[config.mk]
export PLATFORM = sky130hd
export DESIGN_NAME = ps2_arrow_decoder
export DESIGN_NICKNAME = d
export VERILOG_FILES = /design/src/rtl/ps2_arrow_decoder.sv
export SDC_FILE = /design/constraint.sdc
export NUM_CORES = 1
export LEC_CHECK = 0
export BUFFER_PORTS_ARGS = -buffer_cell sky130_fd_sc_hd__buf_2
export CORE_ASPECT_RATIO = 1.4
export CORE_MARGIN = 8
export CORE_UTILIZATION = 35
export CTS_CLUSTER_DIAMETER = 50
export DETAILED_ROUTE_END_ITERATION = 7
export GPL_TIMING_DRIVEN = 0
export HOLD_SLACK_MARGIN = 0.03
export SLEW_MARGIN = 40
export SYNTH_ARGS = -nofsm -noshare
export SYNTH_HDL_FRONTEND = slang
export SYNTH_SLANG_ARGS = --single-unit
[constraint.sdc]
create_clock -name clk -period 5.2 [get_ports clk]
set_input_delay 1.04 -clock clk [delete_from_list [all_inputs] [get_ports clk]]
set_output_delay 1.04 -clock clk [all_outputs]
set_load 0.05 [all_outputs]
[src/rtl/ps2_arrow_decoder.sv]
// PS/2 keyboard receiver that turns extended arrow-key scan codes into one-cycle
// clk-domain pulses, per-key held levels and a frame error pulse.
module ps2_arrow_decoder #(
    parameter int unsigned TIMEOUT_CYCLES = 200000,
    parameter bit          REPEAT_EN      = 1'b0
) (
    input  logic       clk,
    input  logic       clrn,
    input  logic       ps2_clk,
    input  logic       ps2_data,
    output logic       left,
    output logic       right,
    output logic       down,
    output logic       up,
    output logic [3:0] key_held,
    output logic       frame_err
);

    localparam int unsigned CntW = $clog2(TIMEOUT_CYCLES + 1);

    typedef enum logic [1:0] {StIdle, StData, StParity, StStop} state_e;

    // Synchronizer and edge-detect registers; idle bus level is high
    logic r_clk_s1, r_clk_s2, r_clk_prev;
    logic r_dat_s1, r_dat_s2;

    // Receiver and decoder state
    state_e            r_state, w_state_d;
    logic [2:0]        r_bit_cnt, w_bit_cnt_d;
    logic [7:0]        r_shift, w_shift_d;
    logic              r_parity, w_parity_d;
    logic [CntW-1:0]   r_to_cnt, w_to_cnt_d;
    logic              r_ext, w_ext_d;
    logic              r_brk, w_brk_d;
    logic [3:0]        r_held, w_held_d;
    logic [3:0]        r_pulse, w_pulse_d;
    logic              r_err, w_err_d;

    logic       w_fall;
    logic       w_dat;
    logic       w_timeout;
    logic       w_valid;
    logic [3:0] w_arrow;

    assign w_fall    = r_clk_prev & ~r_clk_s2;
    assign w_dat     = r_dat_s2;
    assign w_timeout = (r_state != StIdle) && (r_to_cnt == CntW'(TIMEOUT_CYCLES));
    // Odd parity over data plus parity bit, and a high stop bit
    assign w_valid   = w_dat & (^{r_shift, r_parity});

    // Two-flop synchronizers plus previous-clock register for fall detection
    always_ff @(posedge clk or negedge clrn) begin
        if (!clrn) begin
            r_clk_s1   <= 1'b1;
            r_clk_s2   <= 1'b1;
            r_clk_prev <= 1'b1;
            r_dat_s1   <= 1'b1;
            r_dat_s2   <= 1'b1;
        end else begin
            r_clk_s1   <= ps2_clk;
            r_clk_s2   <= r_clk_s1;
            r_clk_prev <= r_clk_s2;
            r_dat_s1   <= ps2_data;
            r_dat_s2   <= r_dat_s1;
        end
    end

    // Map the received byte to a one-hot arrow index {up,down,right,left}
    always_comb begin
        w_arrow = 4'b0000;
        case (r_shift)
            8'h6B:   w_arrow = 4'b0001;
            8'h74:   w_arrow = 4'b0010;
            8'h72:   w_arrow = 4'b0100;
            8'h75:   w_arrow = 4'b1000;
            default: w_arrow = 4'b0000;
        endcase
    end

    // Inactivity counter: runs only while a frame is in progress
    always_comb begin
        w_to_cnt_d = r_to_cnt + CntW'(1);
        if (w_fall || (r_state == StIdle) || w_timeout) begin
            w_to_cnt_d = '0;
        end
    end

    // Receiver FSM next-state, prefix tracking and arrow decode
    always_comb begin
        w_state_d   = r_state;
        w_bit_cnt_d = r_bit_cnt;
        w_shift_d   = r_shift;
        w_parity_d  = r_parity;
        w_ext_d     = r_ext;
        w_brk_d     = r_brk;
        w_held_d    = r_held;
        w_pulse_d   = 4'b0000;
        w_err_d     = 1'b0;
        if (w_fall) begin
            unique case (r_state)
                StIdle: begin
                    if (!w_dat) begin
                        w_state_d   = StData;
                        w_bit_cnt_d = 3'd0;
                    end
                end
                StData: begin
                    w_shift_d   = {w_dat, r_shift[7:1]};
                    w_bit_cnt_d = r_bit_cnt + 3'd1;
                    if (r_bit_cnt == 3'd7) begin
                        w_state_d = StParity;
                    end
                end
                StParity: begin
                    w_parity_d = w_dat;
                    w_state_d  = StStop;
                end
                StStop: begin
                    w_state_d = StIdle;
                    if (!w_valid) begin
                        w_err_d = 1'b1;
                        w_ext_d = 1'b0;
                        w_brk_d = 1'b0;
                    end else if (r_shift == 8'hE0) begin
                        w_ext_d = 1'b1;
                    end else if (r_shift == 8'hF0) begin
                        w_brk_d = 1'b1;
                    end else begin
                        if (r_ext && (|w_arrow)) begin
                            if (r_brk) begin
                                w_held_d = r_held & ~w_arrow;
                            end else begin
                                // Without repeat, typematic makes of a held key stay silent
                                if (REPEAT_EN || !(|(r_held & w_arrow))) begin
                                    w_pulse_d = w_arrow;
                                end
                                w_held_d = r_held | w_arrow;
                            end
                        end
                        w_ext_d = 1'b0;
                        w_brk_d = 1'b0;
                    end
                end
                default: w_state_d = StIdle;
            endcase
        end else if (w_timeout) begin
            // Abandoned partial frame: drop it and any pending prefix
            w_state_d = StIdle;
            w_ext_d   = 1'b0;
            w_brk_d   = 1'b0;
        end
    end

    // State register for receiver, prefixes, held levels and output pulses
    always_ff @(posedge clk or negedge clrn) begin
        if (!clrn) begin
            r_state   <= StIdle;
            r_bit_cnt <= 3'd0;
            r_shift   <= 8'h00;
            r_parity  <= 1'b0;
            r_to_cnt  <= '0;
            r_ext     <= 1'b0;
            r_brk     <= 1'b0;
            r_held    <= 4'b0000;
            r_pulse   <= 4'b0000;
            r_err     <= 1'b0;
        end else begin
            r_state   <= w_state_d;
            r_bit_cnt <= w_bit_cnt_d;
            r_shift   <= w_shift_d;
            r_parity  <= w_parity_d;
            r_to_cnt  <= w_to_cnt_d;
            r_ext     <= w_ext_d;
            r_brk     <= w_brk_d;
            r_held    <= w_held_d;
            r_pulse   <= w_pulse_d;
            r_err     <= w_err_d;
        end
    end

    assign left      = r_pulse[0];
    assign right     = r_pulse[1];
    assign down      = r_pulse[2];
    assign up        = r_pulse[3];
    assign key_held  = r_held;
    assign frame_err = r_err;

endmodule

# Word level (Yosys, flattened, before mapping)

Cells that the tools add are included.

Reduce and logical (&&, ||, !) cells: 18
Add/sub/neg operators: 2
Mux-type cells: 32
Bitwise logic cells: 9
Eq/ne operators: 17

Operators by type and width:

| cell                                          | number |
|---|---|
| 2-to-1 mux 4 bit                              | 9 |
| == test 8 x 7 -> 1 bit, second input constant | 4 |
| adder 18 x 1 -> 18 bit, second input constant | 1 |
| == test 18 bit, second input constant         | 1 |
| 2-to-1 mux 18 bit                             | 1 |
| == test 8 bit, second input constant          | 2 |
| one-hot mux 4 bit (4 select lines)            | 1 |
| 2-to-1 mux 1 bit                              | 14 |
| AND reduction 3 bit                           | 4 |
| inequality test 3 bit, second input constant  | 3 |
| parity 9 bit                                  | 1 |
| AND 4 bit                                     | 2 |
| 2-to-1 mux 2 bit                              | 4 |
| one-hot mux 2 bit (4 select lines)            | 1 |
| OR reduction 4 bit                            | 2 |
| one-hot mux 3 bit (2 select lines)            | 1 |
| AND reduction 6 bit                           | 1 |
| nonzero test 2 bit                            | 3 |
| == test 2 bit, second input constant          | 2 |
| inequality test 4 bit, second input constant  | 1 |
| NOT 4 bit                                     | 1 |
| OR 4 bit                                      | 1 |
| AND reduction 2 bit                           | 2 |
| adder 3 x 1 -> 3 bit, second input constant   | 1 |
| 10 further kinds                              | 15 |

Flip-flop bits (word level): 48
Logic and storage cells: 93

# Longest topological paths before layout

Depth in word-level cells: 12
Depth in mapped cells: 7

# Worst setup path before layout

OpenSTA, ideal clock, no wires.

Kind: register to register
Start point: register r_shift[4]
End point: register (tool-made name)
Arrival time: 1.875 ns
Cell stages (with the launch flop): 7
Required time: 5.072 ns
Path buffers: 1
Path slack: 3.198 ns
Library setup time: 0.128 ns
Path through: dfrtp_1 > buf_4 > xor2_1 > xnor3_2 > xnor2_2 > nor4b_4 > mux2_1

RTL lines:

| element                | line | text |
|---|---|---|
| from (decl)            | 30   | `logic [7:0] r_shift, w_shift_d;` |
| from (signal assigned) | 170  | `r_shift <= w_shift_d;` |

# Final worst setup path

Start point: register r_state[0]
End point: register r_to_cnt[11]

Word-level cells in the longest chain between the ends: 4
Elaborated cells on any way between the ends: 6
Classes of those cells: mux (1); reduce/logical (5)

Ends and longest elaborated chain:

| element                                                 | line   | text |
|---|---|---|
| from (decl)                                             | 28     | `state_e r_state, w_state_d;` |
| from (signal assigned)                                  | 157    | `r_state <= StIdle;` |
| from (signal assigned)                                  | 168    | `r_state <= w_state_d;` |
| logical NOT 2 bit or nonzero test 2 bit (tied branches) | 83, 47 |  |
| logical OR 1 bit or logical AND 1 bit (tied branches)   | 83, 47 |  |
| logical OR 1 bit *                                      | 83     | `if (w_fall \|\| (r_state == StIdle) \|\| w_timeout) begin` |
| 2-to-1 mux 18 bit *                                     | 83     |  |
| net w_to_cnt_d[11]                                      | 32     | `logic [CntW-1:0] r_to_cnt, w_to_cnt_d;` |
| to (signal assigned)                                    | 172    | `r_to_cnt <= w_to_cnt_d;` |
| to (decl)                                               | 32     |  |

Mark *: on every way through the listed nets, which the timed path passes. The rest lies on a longest branch.
A chain may end at the register's enable or synchronous reset.

==> run metrics <==
result of the run finished clean; row count 35; main area contributors after synthesis dfrtp_1 (45%), mux2_2 (5.7%), dfstp_2 (5.5%); vias per inst between 5 and 6; FF+latch area 1207 sq um; Least-Margin Pin Slew 656.8 ps; FFs w/ async S/R, synth 1.000; Crit. End Element flop; Critical Path RT 5380 ps; Worst Reg-to-Reg Cells 7; unrepaired setup endpoints after global routing false; largest fanout on the critical path 10; worst setup margin 2809 ps; # DRC 0; CTS Buffer Depth 2; Ys Warns 0; worst-skew pair later-pin latency 310 ps; Lkg Pwr 1.174 nW; P&R area growth vs syn 11.35%; Setup Fix Bufs, Post-CTS 0; share of the synthesized area in the top cell type 0.4519; post-synthesis cell area between 2000 and 2500 sq um; die height around 110 um; setup TNS 0 ps; clk sink count 48; HP Class flop to flop; CTS tree done; Main synth FF type dfrtp_1; Port Buf Inserts 12; Max-cap violations 0; most numerous cell in the Yosys netlist dfrtp_1; sequential area share after synthesis 0.5071; number of antenna violations at the first check in global routing 0; routed len/inst 13.69 um; Clock transition at path regs around 100 ps; Post-CTS Hold Fix Bufs 0; area of the multi-input gates 1114 sq um; worst rel slew slack 0.5581; period utilization 0.4599; largest net degree at the start of global routing slightly below 50; # IOs 13; Max Freq 0.4182 GHz; Syn Inst Count 219; worst vdd ir between 0.1 and 0.15 mV; Yosys cell types 42; 1st-iter DRT viols 54; CP arrival 2570 ps; Layout Nets 250; EDFF count, synth 0; Yosys top cell by area dfrtp_1; Total Routing Usage GR 0.09594; Setup Viol. Count Final 0; DP HPWL around 3.0 mm; WL final 4.284 mm; H-tree levels 2; fillers 658; P per Cell Area 397.2 nW/um^2; share of cells above drive strength 1 0.1925; most frequent cells after synthesis dfrtp_1 (43), nor2_1 (27), nand2_1 (17); Hold Path Cell Cnt 0; Setup Skew 9.307 ps; Mean Syn Cell Area between 10 and 15 sq um; Num CTS Buffers 5; Total Die Area ~10000 sq um; global-route wire length before repair roughly 7.5 mm; vias in the first global route 1,600; routability cong. between 0.7 and 0.8; count of pins over their slew limit 0; grt total ovfl 0; DRT antenna net count 0; Die Width 85.71 um; Starting Density 0.3625; cts repair resizes 0; Synth Register Bits 48; worst setup path class flop to flop; Period minus WS final 2391 ps; Core Region 6569 sq um; post-place setup slack 2714 ps; root buffer cell clkbuf_8; ant diodes 0; Total Power 0.001053 W; DR vias 1,589; Startpoint Class flop; drt first pass iters 4; final hold violations 0; syn_nets 231
## cell usage in the layout (no fill, tap or decap), types with 2 or more instances in the layout
master    instances
a21oi_1           6
a22o_1            2
and2_1            2
and3_1            3
and4b_1           2
buf_2            11
buf_4             3
clkbuf_1          4
clkbuf_8          5
dfrtp_1          43
dfstp_2           5
ha_1              8
inv_1             8
mux2_2           12
nand2_1          17
nand2b_1          3
nand3_1           8
nand3b_1          3
nand4_1           6
nand4b_1          3
nor2_1           27
nor2b_1           2
nor3_1            6
nor4_1            4
o21ai_0           4
o21ba_2           2
xnor2_1          11
xnor2_2           2
xor2_1            9
## per-layer routing
| layer | vias up | GRT usage | part of all wire |
|---|---|---|---|
| met5 | - | 0 | 0 |
| met4 | 0 | 0.04812 | 0.019 |
| met3 | 7 | 0.02734 | 0.032 |
| met2 | 16 | 0.1636 | 0.51 |
| met1 | 771 | 0.1060 | 0.44 |
| li1 | 795 | - | - |
## worst paths after layout
kind	slack [ps]	to	startpoint
worst max-delay path	2810	r_to_cnt[11]	r_state[0]
worst min-delay path	350	r_clk_s2	r_clk_s1
worst max register to register	2810	r_to_cnt[11]	r_state[0]
worst min register to register	350	r_clk_s2	r_clk_s1
max in group asynchronous	4060	r_to_cnt[15]	clrn
min in group asynchronous	730	async pin	clrn
## cells by family (layout without fill, tap and decap cells)
family          Yosys count  count (layout)  share of synthesized area
mux                      14              14                    0.06569
flops                    48              48                     0.5071
fa+ha+maj                 8               8                    0.04204
compound gates           19              19                    0.05203
xor+xnor                 23              23                    0.09721
buf+inv                  14              34                    0.02522
simple gates             93              93                     0.2107
## power by group
part | total, W | internal, W | switching [W]
clock network | 0.000276 | 0.000145 | 0.000131
registers | 0.000458 | 0.000415 | 0.0000431
logic | 0.000319 | 0.000144 | 0.000175
## per-stage QoR
step | std cells | hold WS, ps | cell area, sq um | util
after floorplan | 219 | 345.2 | 2381 | -
after global placement | 305 | 347.7 | 2534 | 0.3857
after detailed placement | 305 | 346.8 | 2536 | 0.3861
after CTS | 313 | 361.1 | 2651 | 0.4036
after global routing | 313 | 351.3 | 2651 | 0.4036
final | 313 | 351.5 | 2651 | 0.4036
## sequential cells by signal, summed over array words and instances, names as in the netlist, 2 cells and up, named ones only
signal	count
r_shift	8
r_to_cnt	18
r_bit_cnt	3
r_state	2
r_pulse	4
## worst max-delay path, cell delays in order, from the launching register on
cell and delay [ps]:
dfrtp_1 400, inv_1 80, ha_1 300, nor4_1 300
nand4b_1 140, o21ai_1 540, clkbuf_1 420, nor2_1 110
## layout make-up
cell class                 count  share of cell area
inverter                       8             0.01133
tap                           74             0.03492
clock buffer                   5             0.02596
clock inverter                 3             0.01746
multi-input combinational    157              0.4200
sequential                    48              0.4554
timing repair buffer          12             0.02360
buffer                         6             0.01133
Power figures use the tool's default switching activity.
